===== config.mk =====
export PLATFORM = sky130hd
export DESIGN_NAME = rf_write_scheduler
export DESIGN_NICKNAME = d
export VERILOG_FILES = /design/src/rtl/rf_ctrl_pkg.sv /design/src/rtl/rf_wr_slot.sv /design/src/rtl/rf_write_scheduler.sv
export SDC_FILE = /design/constraint.sdc
export NUM_CORES = 1
export LEC_CHECK = 0
export ABC_AREA = 1
export CAP_MARGIN = 40
export CORE_ASPECT_RATIO = 0.75
export CORE_MARGIN = 4
export CORE_UTILIZATION = 45
export CTS_BUF_LIST = sky130_fd_sc_hd__clkbuf_2
export CTS_CLUSTER_DIAMETER = 50
export DETAILED_ROUTE_END_ITERATION = 10
export GPL_ROUTABILITY_DRIVEN = 1
export PLACE_DENSITY = 0.72
export SLEW_MARGIN = 0
export SYNTH_ARGS = -nofsm -noshare
export SYNTH_HDL_FRONTEND = slang
export SYNTH_SLANG_ARGS = --single-unit

===== constraint.sdc =====
create_clock -name clk -period 3 [get_ports clk]
set_clock_uncertainty 0.2 [all_clocks]
set_input_delay 0.3 -clock clk [delete_from_list [all_inputs] [get_ports clk]]
set_output_delay 0.3 -clock clk [all_outputs]
set_load 0.03 [all_outputs]

===== src/rtl/rf_ctrl_pkg.sv =====
// Shared types and defaults for the register-file write scheduler.
// Holds the controller state encoding and the default port geometry.
package rf_ctrl_pkg;

  localparam int DEF_WIDTH  = 32;
  localparam int DEF_ADDR_W = 5;
  localparam int NUM_REGS   = 2 ** DEF_ADDR_W;

  typedef enum logic [1:0] {
    ST_IDLE  = 2'd0,
    ST_DRAIN = 2'd1,
    ST_CLEAR = 2'd2
  } rf_state_e;

endpackage


===== src/rtl/rf_wr_slot.sv =====
// One-entry holding slot for a register-file write port.
// Tracks occupancy and whether the entry arrived at the most recent edge.
module rf_wr_slot #(
  parameter int WIDTH  = 32,
  parameter int ADDR_W = 5
) (
  input  logic              clk,
  input  logic              rst_n,
  input  logic              load,
  input  logic              grant,
  input  logic [ADDR_W-1:0] in_addr,
  input  logic [WIDTH-1:0]  in_data,
  output logic              full,
  output logic              is_new,
  output logic [ADDR_W-1:0] addr,
  output logic [WIDTH-1:0]  data
);

  // NOTE: state registers use non-blocking assignments so every flop samples
  // the pre-edge values, independent of statement order.
  always_ff @(posedge clk or negedge rst_n) begin
    if (!rst_n) begin
      full   <= 1'b0;
      is_new <= 1'b0;
      addr   <= '0;
      data   <= '0;
    end else begin
      full   <= load | (full & ~grant);
      is_new <= load;
      if (load) begin
        addr <= in_addr;
        data <= in_data;
      end
    end
  end

endmodule


===== src/rtl/rf_write_scheduler.sv =====
// Merges two writeback ports onto one register-file write port and
// implements a bulk clear of registers 1..NUM_REGS-1.
module rf_write_scheduler
  import rf_ctrl_pkg::*;
#(
  parameter int WIDTH  = DEF_WIDTH,
  parameter int ADDR_W = DEF_ADDR_W
) (
  input  logic              clk,
  input  logic              rst_n,
  input  logic              a_valid,
  output logic              a_ready,
  input  logic [ADDR_W-1:0] a_addr,
  input  logic [WIDTH-1:0]  a_data,
  input  logic              b_valid,
  output logic              b_ready,
  input  logic [ADDR_W-1:0] b_addr,
  input  logic [WIDTH-1:0]  b_data,
  input  logic              clr_req,
  output logic              clr_busy,
  output logic              clr_done,
  output logic              rf_we,
  output logic [ADDR_W-1:0] rf_waddr,
  output logic [WIDTH-1:0]  rf_wdata
);

  localparam int LAST_REG = (2 ** ADDR_W) - 1;

  rf_state_e         state;
  logic [ADDR_W-1:0] clr_cnt;
  logic              rr_b;
  logic              a_full, a_new, b_full, b_new;
  logic [ADDR_W-1:0] a_slot_addr, b_slot_addr;
  logic [WIDTH-1:0]  a_slot_data, b_slot_data;
  logic              grant_a, grant_b, a_load, b_load, idle;

  // NOTE: every signal assigned in always_comb gets a default first so no
  // path leaves it unassigned and no latch is inferred.
  always_comb begin
    grant_a = 1'b0;
    grant_b = 1'b0;
    if (a_full && b_full) begin
      // An entry that has already waited beats a freshly loaded one.
      if (a_new && !b_new)      grant_b = 1'b1;
      else if (b_new && !a_new) grant_a = 1'b1;
      else if (rr_b)            grant_b = 1'b1;
      else                      grant_a = 1'b1;
    end else begin
      grant_a = a_full;
      grant_b = b_full;
    end
  end

  assign idle     = (state == ST_IDLE);
  assign clr_busy = ~idle;
  assign a_ready  = idle & (~a_full | grant_a);
  assign b_ready  = idle & (~b_full | grant_b);
  // Writes to register 0 complete the handshake but are dropped.
  assign a_load   = a_valid & a_ready & (a_addr != '0);
  assign b_load   = b_valid & b_ready & (b_addr != '0);

  rf_wr_slot #(.WIDTH(WIDTH), .ADDR_W(ADDR_W)) u_slot_a (
    .clk    (clk),
    .rst_n  (rst_n),
    .load   (a_load),
    .grant  (grant_a),
    .in_addr(a_addr),
    .in_data(a_data),
    .full   (a_full),
    .is_new (a_new),
    .addr   (a_slot_addr),
    .data   (a_slot_data)
  );

  rf_wr_slot #(.WIDTH(WIDTH), .ADDR_W(ADDR_W)) u_slot_b (
    .clk    (clk),
    .rst_n  (rst_n),
    .load   (b_load),
    .grant  (grant_b),
    .in_addr(b_addr),
    .in_data(b_data),
    .full   (b_full),
    .is_new (b_new),
    .addr   (b_slot_addr),
    .data   (b_slot_data)
  );

  always_ff @(posedge clk or negedge rst_n) begin
    if (!rst_n) begin
      state    <= ST_IDLE;
      clr_cnt  <= '0;
      rr_b     <= 1'b0;
      rf_we    <= 1'b0;
      rf_waddr <= '0;
      rf_wdata <= '0;
      clr_done <= 1'b0;
    end else begin
      clr_done <= 1'b0;
      rf_we    <= 1'b0;

      if (grant_a)      rr_b <= 1'b1;
      else if (grant_b) rr_b <= 1'b0;

      if (state == ST_CLEAR) begin
        rf_we    <= 1'b1;
        rf_waddr <= clr_cnt;
        rf_wdata <= '0;
      end else if (grant_a) begin
        rf_we    <= 1'b1;
        rf_waddr <= a_slot_addr;
        rf_wdata <= a_slot_data;
      end else if (grant_b) begin
        rf_we    <= 1'b1;
        rf_waddr <= b_slot_addr;
        rf_wdata <= b_slot_data;
      end

      case (state)
        ST_IDLE: begin
          if (clr_req) state <= ST_DRAIN;
        end
        ST_DRAIN: begin
          if (!a_full && !b_full) begin
            state   <= ST_CLEAR;
            clr_cnt <= ADDR_W'(1);
          end
        end
        ST_CLEAR: begin
          if (clr_cnt == ADDR_W'(LAST_REG)) begin
            state    <= ST_IDLE;
            clr_cnt  <= '0;
            clr_done <= 1'b1;
          end else begin
            clr_cnt <= clr_cnt + ADDR_W'(1);
          end
        end
        default: state <= ST_IDLE;
      endcase
    end
  end

endmodule


==> results of run 1 <==
state kept, by name, indices dropped and copies added (netlist names), 2 cells and up:
signal and cells:
rf_wdata 32, state 2, rf_waddr 5, u_slot_a.data 32, u_slot_b.addr 5, u_slot_b.data 32, u_slot_a.addr 5, clr_cnt 5
layer usage:
metal | global-route usage | vias to the layer above | wire length, um
met5 | 0 | - | 0
met4 | 0.0433 | 0 | 134
met3 | 0.0576 | 20 | 1090
met2 | 0.328 | 210 | 7140
met1 | 0.336 | 2558 | 8000
li1 | - | 2589 | -
cell usage in the layout, fill, tap and decap left out:
cell type,n
a21oi_1,1
a21oi_2,2
a21oi_4,1
a31oi_1,1
buf_12,1
buf_16,1
buf_4,16
bufinv_16,5
clkbuf_2,17
clkdlybuf4s50_1,119
clkinv_1,5
clkinv_2,2
clkinvlp_4,3
dfrtp_1,125
dlygate4sd3_1,60
ha_1,2
inv_1,57
inv_2,1
nand2_1,281
nand2_2,1
nand3_1,43
nand3_2,1
nand3b_1,38
nand4_1,72
nor2_1,6
nor2_2,1
nor3_1,1
o21ai_0,7
o22ai_1,2
o31ai_1,1
xnor2_1,1
xor2_1,1
worst register-to-register path, delay by kind of cell, from the launching register on:
| kind | cells | cell delay [ns] |
|---|---|---|
| AO/OA/AOI/OAI | 1 | 0.24 |
| buffers and inverters | 3 | 0.74 |
| AND/OR/NAND/NOR | 4 | 0.45 |
| flip-flops | 1 | 0.43 |
stage by stage:
stage          worst slack, ns  instances
3_3_place_gp             0.880        948
3_5_place_dp             0.844        948
2_1_floorplan             1.31        694
5_1_grt                0.00290       1041
6_report                 0.139       1041
4_1_cts                  0.113       1038
logic make-up after synthesis:
family	after synthesis	share of synthesized area
and+or+nand+nor	444	0.355
DFF	125	0.540
buffers and inverters	106	0.0829
AOI/OAI and AO/OA	15	0.0153
xor gates and xnor gates	2	0.00302
adders and majority gates	2	0.00432
worst max-delay path by stage:
| stage | end | startpoint | slack (ns) |
|---|---|---|---|
| 5_1_grt | a_ready | u_slot_a.is_new | 0.003 |
| 6_report | a_ready | u_slot_a.is_new | 0.14 |
| 4_1_cts | a_ready | u_slot_a.is_new | 0.11 |
| 2_1_floorplan | u_slot_b.data[0] | state[0] | 1.31 |
| 3_5_place_dp | u_slot_b.data[3] | b_addr[3] | 0.84 |
| 3_3_place_gp | a_ready | u_slot_a.is_new | 0.88 |
report_power, final:
| group | internal [mW] | leakage [nW] | switching (mW) |
|---|---|---|---|
| clock | 0.613 | 0.157 | 0.616 |
| sequential | 2.44 | 1.57 | 0.426 |
| combinational | 1.41 | 2.26 | 2.51 |
| total | 4.46 | 3.99 | 3.55 |
layout make-up:
cell class	count	area (um2)	area share
Sequential cell	125	3130	0.391
Inverter	58	218	0.0272
Timing Repair Buffer	197	1960	0.245
Clock buffer	17	85.1	0.0106
Clock inverter	15	201	0.0252
Multi-Input combinational cell	463	2200	0.275
Tap cell	166	208	0.0260
==> impl_metrics.sql, run 1 <==
INSERT INTO impl_metrics (metric_group, metric, value, unit) VALUES
('setup_path', 'worstRegToRegCells', '8', ''),
('clock_network', 'ctsRootBufferMaster', 'clkbuf_2', ''),
('setup_path', 'worst-endpoint-arrival', '2.36', 'ns'),
('setup_path', 'crit_path_max_fanout', '3', ''),
('detailed_routing', 'final_antenna_net_count', '0', ''),
('clock_network', 'tritoncts', 'done', ''),
('floorplanning', 'rows', '35', ''),
('floorplanning', 'core-area', '12400', 'um2'),
('clock_network', 'max_clock_buf_depth', '2', ''),
('timing', 'final-setup-viol-count', '0', ''),
('hold_path', 'worst_hold_path_depth', '3', ''),
('floorplanning', 'floorplan.initialDensity', '0.466', ''),
('floorplanning', 'top_level_pins', '121', ''),
('outcome', 'status', 'completed', ''),
('synth', 'synth.top_cells.by_count', 'nand2_1 (281), dfrtp_1 (125), nand4_1 (72)', ''),
('final_layout', 'synthToLayoutAreaGrowth', '38.0', '%'),
('hold_path', 'min_from', 'a_data[28]', ''),
('setup_path', 'rrSetupSlack', '0.82', 'ns'),
('synth', 'synth_area_per_cell', '8.35', 'um2'),
('floorplanning', 'die_y', '106', 'um'),
('detailed_routing', 'router_iterations_before_antenna_repair', '5', ''),
('clock_network', 'clock_latency_on_the_worst_skew_pair', '0.69', 'ns'),
('grt', 'grt_util_all_layers', '0.223', ''),
('floorplanning', 'die_x', '139', 'um'),
('synth', 'yosys.area.top_type_share', '0.540', ''),
('setup_path', 'worst-setup-path-type', 'flop to output pin', ''),
('timing', 'whs', '0.0340', 'ns'),
('clock_network', 'number_of_cells_upsized_or_downsized_after_cts', '0', ''),
('hold_path', 'hold_end', 'u_slot_a.data[28]', ''),
('synth', 'postSynthRegisterBits', '125', ''),
('synth', 'yosys_warnings', '0', ''),
('setup_path', 'critical_path.startpoint_type', 'flop', ''),
('timing', 'timing.final.crit_share', '0.954', ''),
('flow_run', 'maxCapViolCount', '0', ''),
('final_layout', 'final_net_count', '943', ''),
('synth', 'post_synth_inst_count', '694', ''),
('final_layout', 'fillers', '1015', ''),
('grt', 'via_count_of_the_first_global_routing_pass', '5089', ''),
('synth', 'yosysTopAreaCell', 'dfrtp_1', ''),
('grt', 'first_pass_grt_wire_length', '26400', 'um'),
('setup_path', 'cp.depth', '6', ''),
('setup_path', 'reg2reg_to', 'u_slot_b.addr[4]', ''),
('clock_network', 'count_of_hold_buffers_inserted_by_post_cts_repair', '58', ''),
('timing', 'grt_setup_unrepaired', 'no', ''),
('grt', 'grt.overflow.total', '0', ''),
('synth', 'synth.lib_cells_used.distinct', '26', ''),
('clock_network', 'cts-buffers-inserted', '17', ''),
('pwr', 'total_power_divided_by_cell_area', '1000', 'nW/um2'),
('pwr', 'total_leakage_power', '3.99', 'nW'),
('grt', 'antenna_found_initial', '0', ''),
('timing', 'sum_of_negative_setup_slack', '0', 'ns'),
('clock_network', 'postCtsSetupRepairBufs', '0', ''),
('setup_path', 'worst_r2r_startpoint', 'state[0]', ''),
('synth', 'mappedNetlistNets', '775', ''),
('final_layout', 'antenna_cells', '0', ''),
('grt', 'grt_max_degree', '56', ''),
('clock_network', 'tritoncts_num_sinks', '125', ''),
('setup_path', 'cpLargestDelayFamily', 'buffers and inverters', ''),
('placed_design', 'port_buffers', '120', ''),
('setup_path', 'worst_path_largest_cell_delay', '0.71', 'ns'),
('placed_design', 'placed_cell_area', '7080', 'um2'),
('detailed_routing', 'detail_route.drc_violations', '0', ''),
('detailed_routing', 'wire_length_per_cell_after_detailed_routing', '15.7', 'um'),
('synth', 'synthTopCellsByArea', 'dfrtp_1 (54%), nand2_1 (18%), nand4_1 (7.8%), nand3b_1 (4.9%), nand3_1 (3.7%)', ''),
('floorplanning', 'die-area', '14800', 'um2'),
('detailed_routing', 'detail_route.iter0.violations', '533', ''),
('setup_path', 'worst_setup_path_end_kind', 'output pin', ''),
('synth', 'synth_area', '5800', 'um2'),
('timing', 'pin_slew_with_the_least_headroom_to_its_limit', '0.684', 'ns'),
('detailed_routing', 'drt-vias-per-instance', '5.17', ''),
('synth', 'dominantRegCellSynth', 'dfrtp_1', '');
Power figures use the tool's default switching activity.
==> inputs of run 2 (changes only) <==
--- a/config.mk
+++ b/config.mk
@@ -19,3 +19,4 @@
 export SYNTH_ARGS = -nofsm -noshare
 export SYNTH_HDL_FRONTEND = slang
 export SYNTH_SLANG_ARGS = --single-unit
+export TNS_END_PERCENT = 100
==> results of run 2 <==
No change in the layout: final DEF, timing and power equal those of run 1.
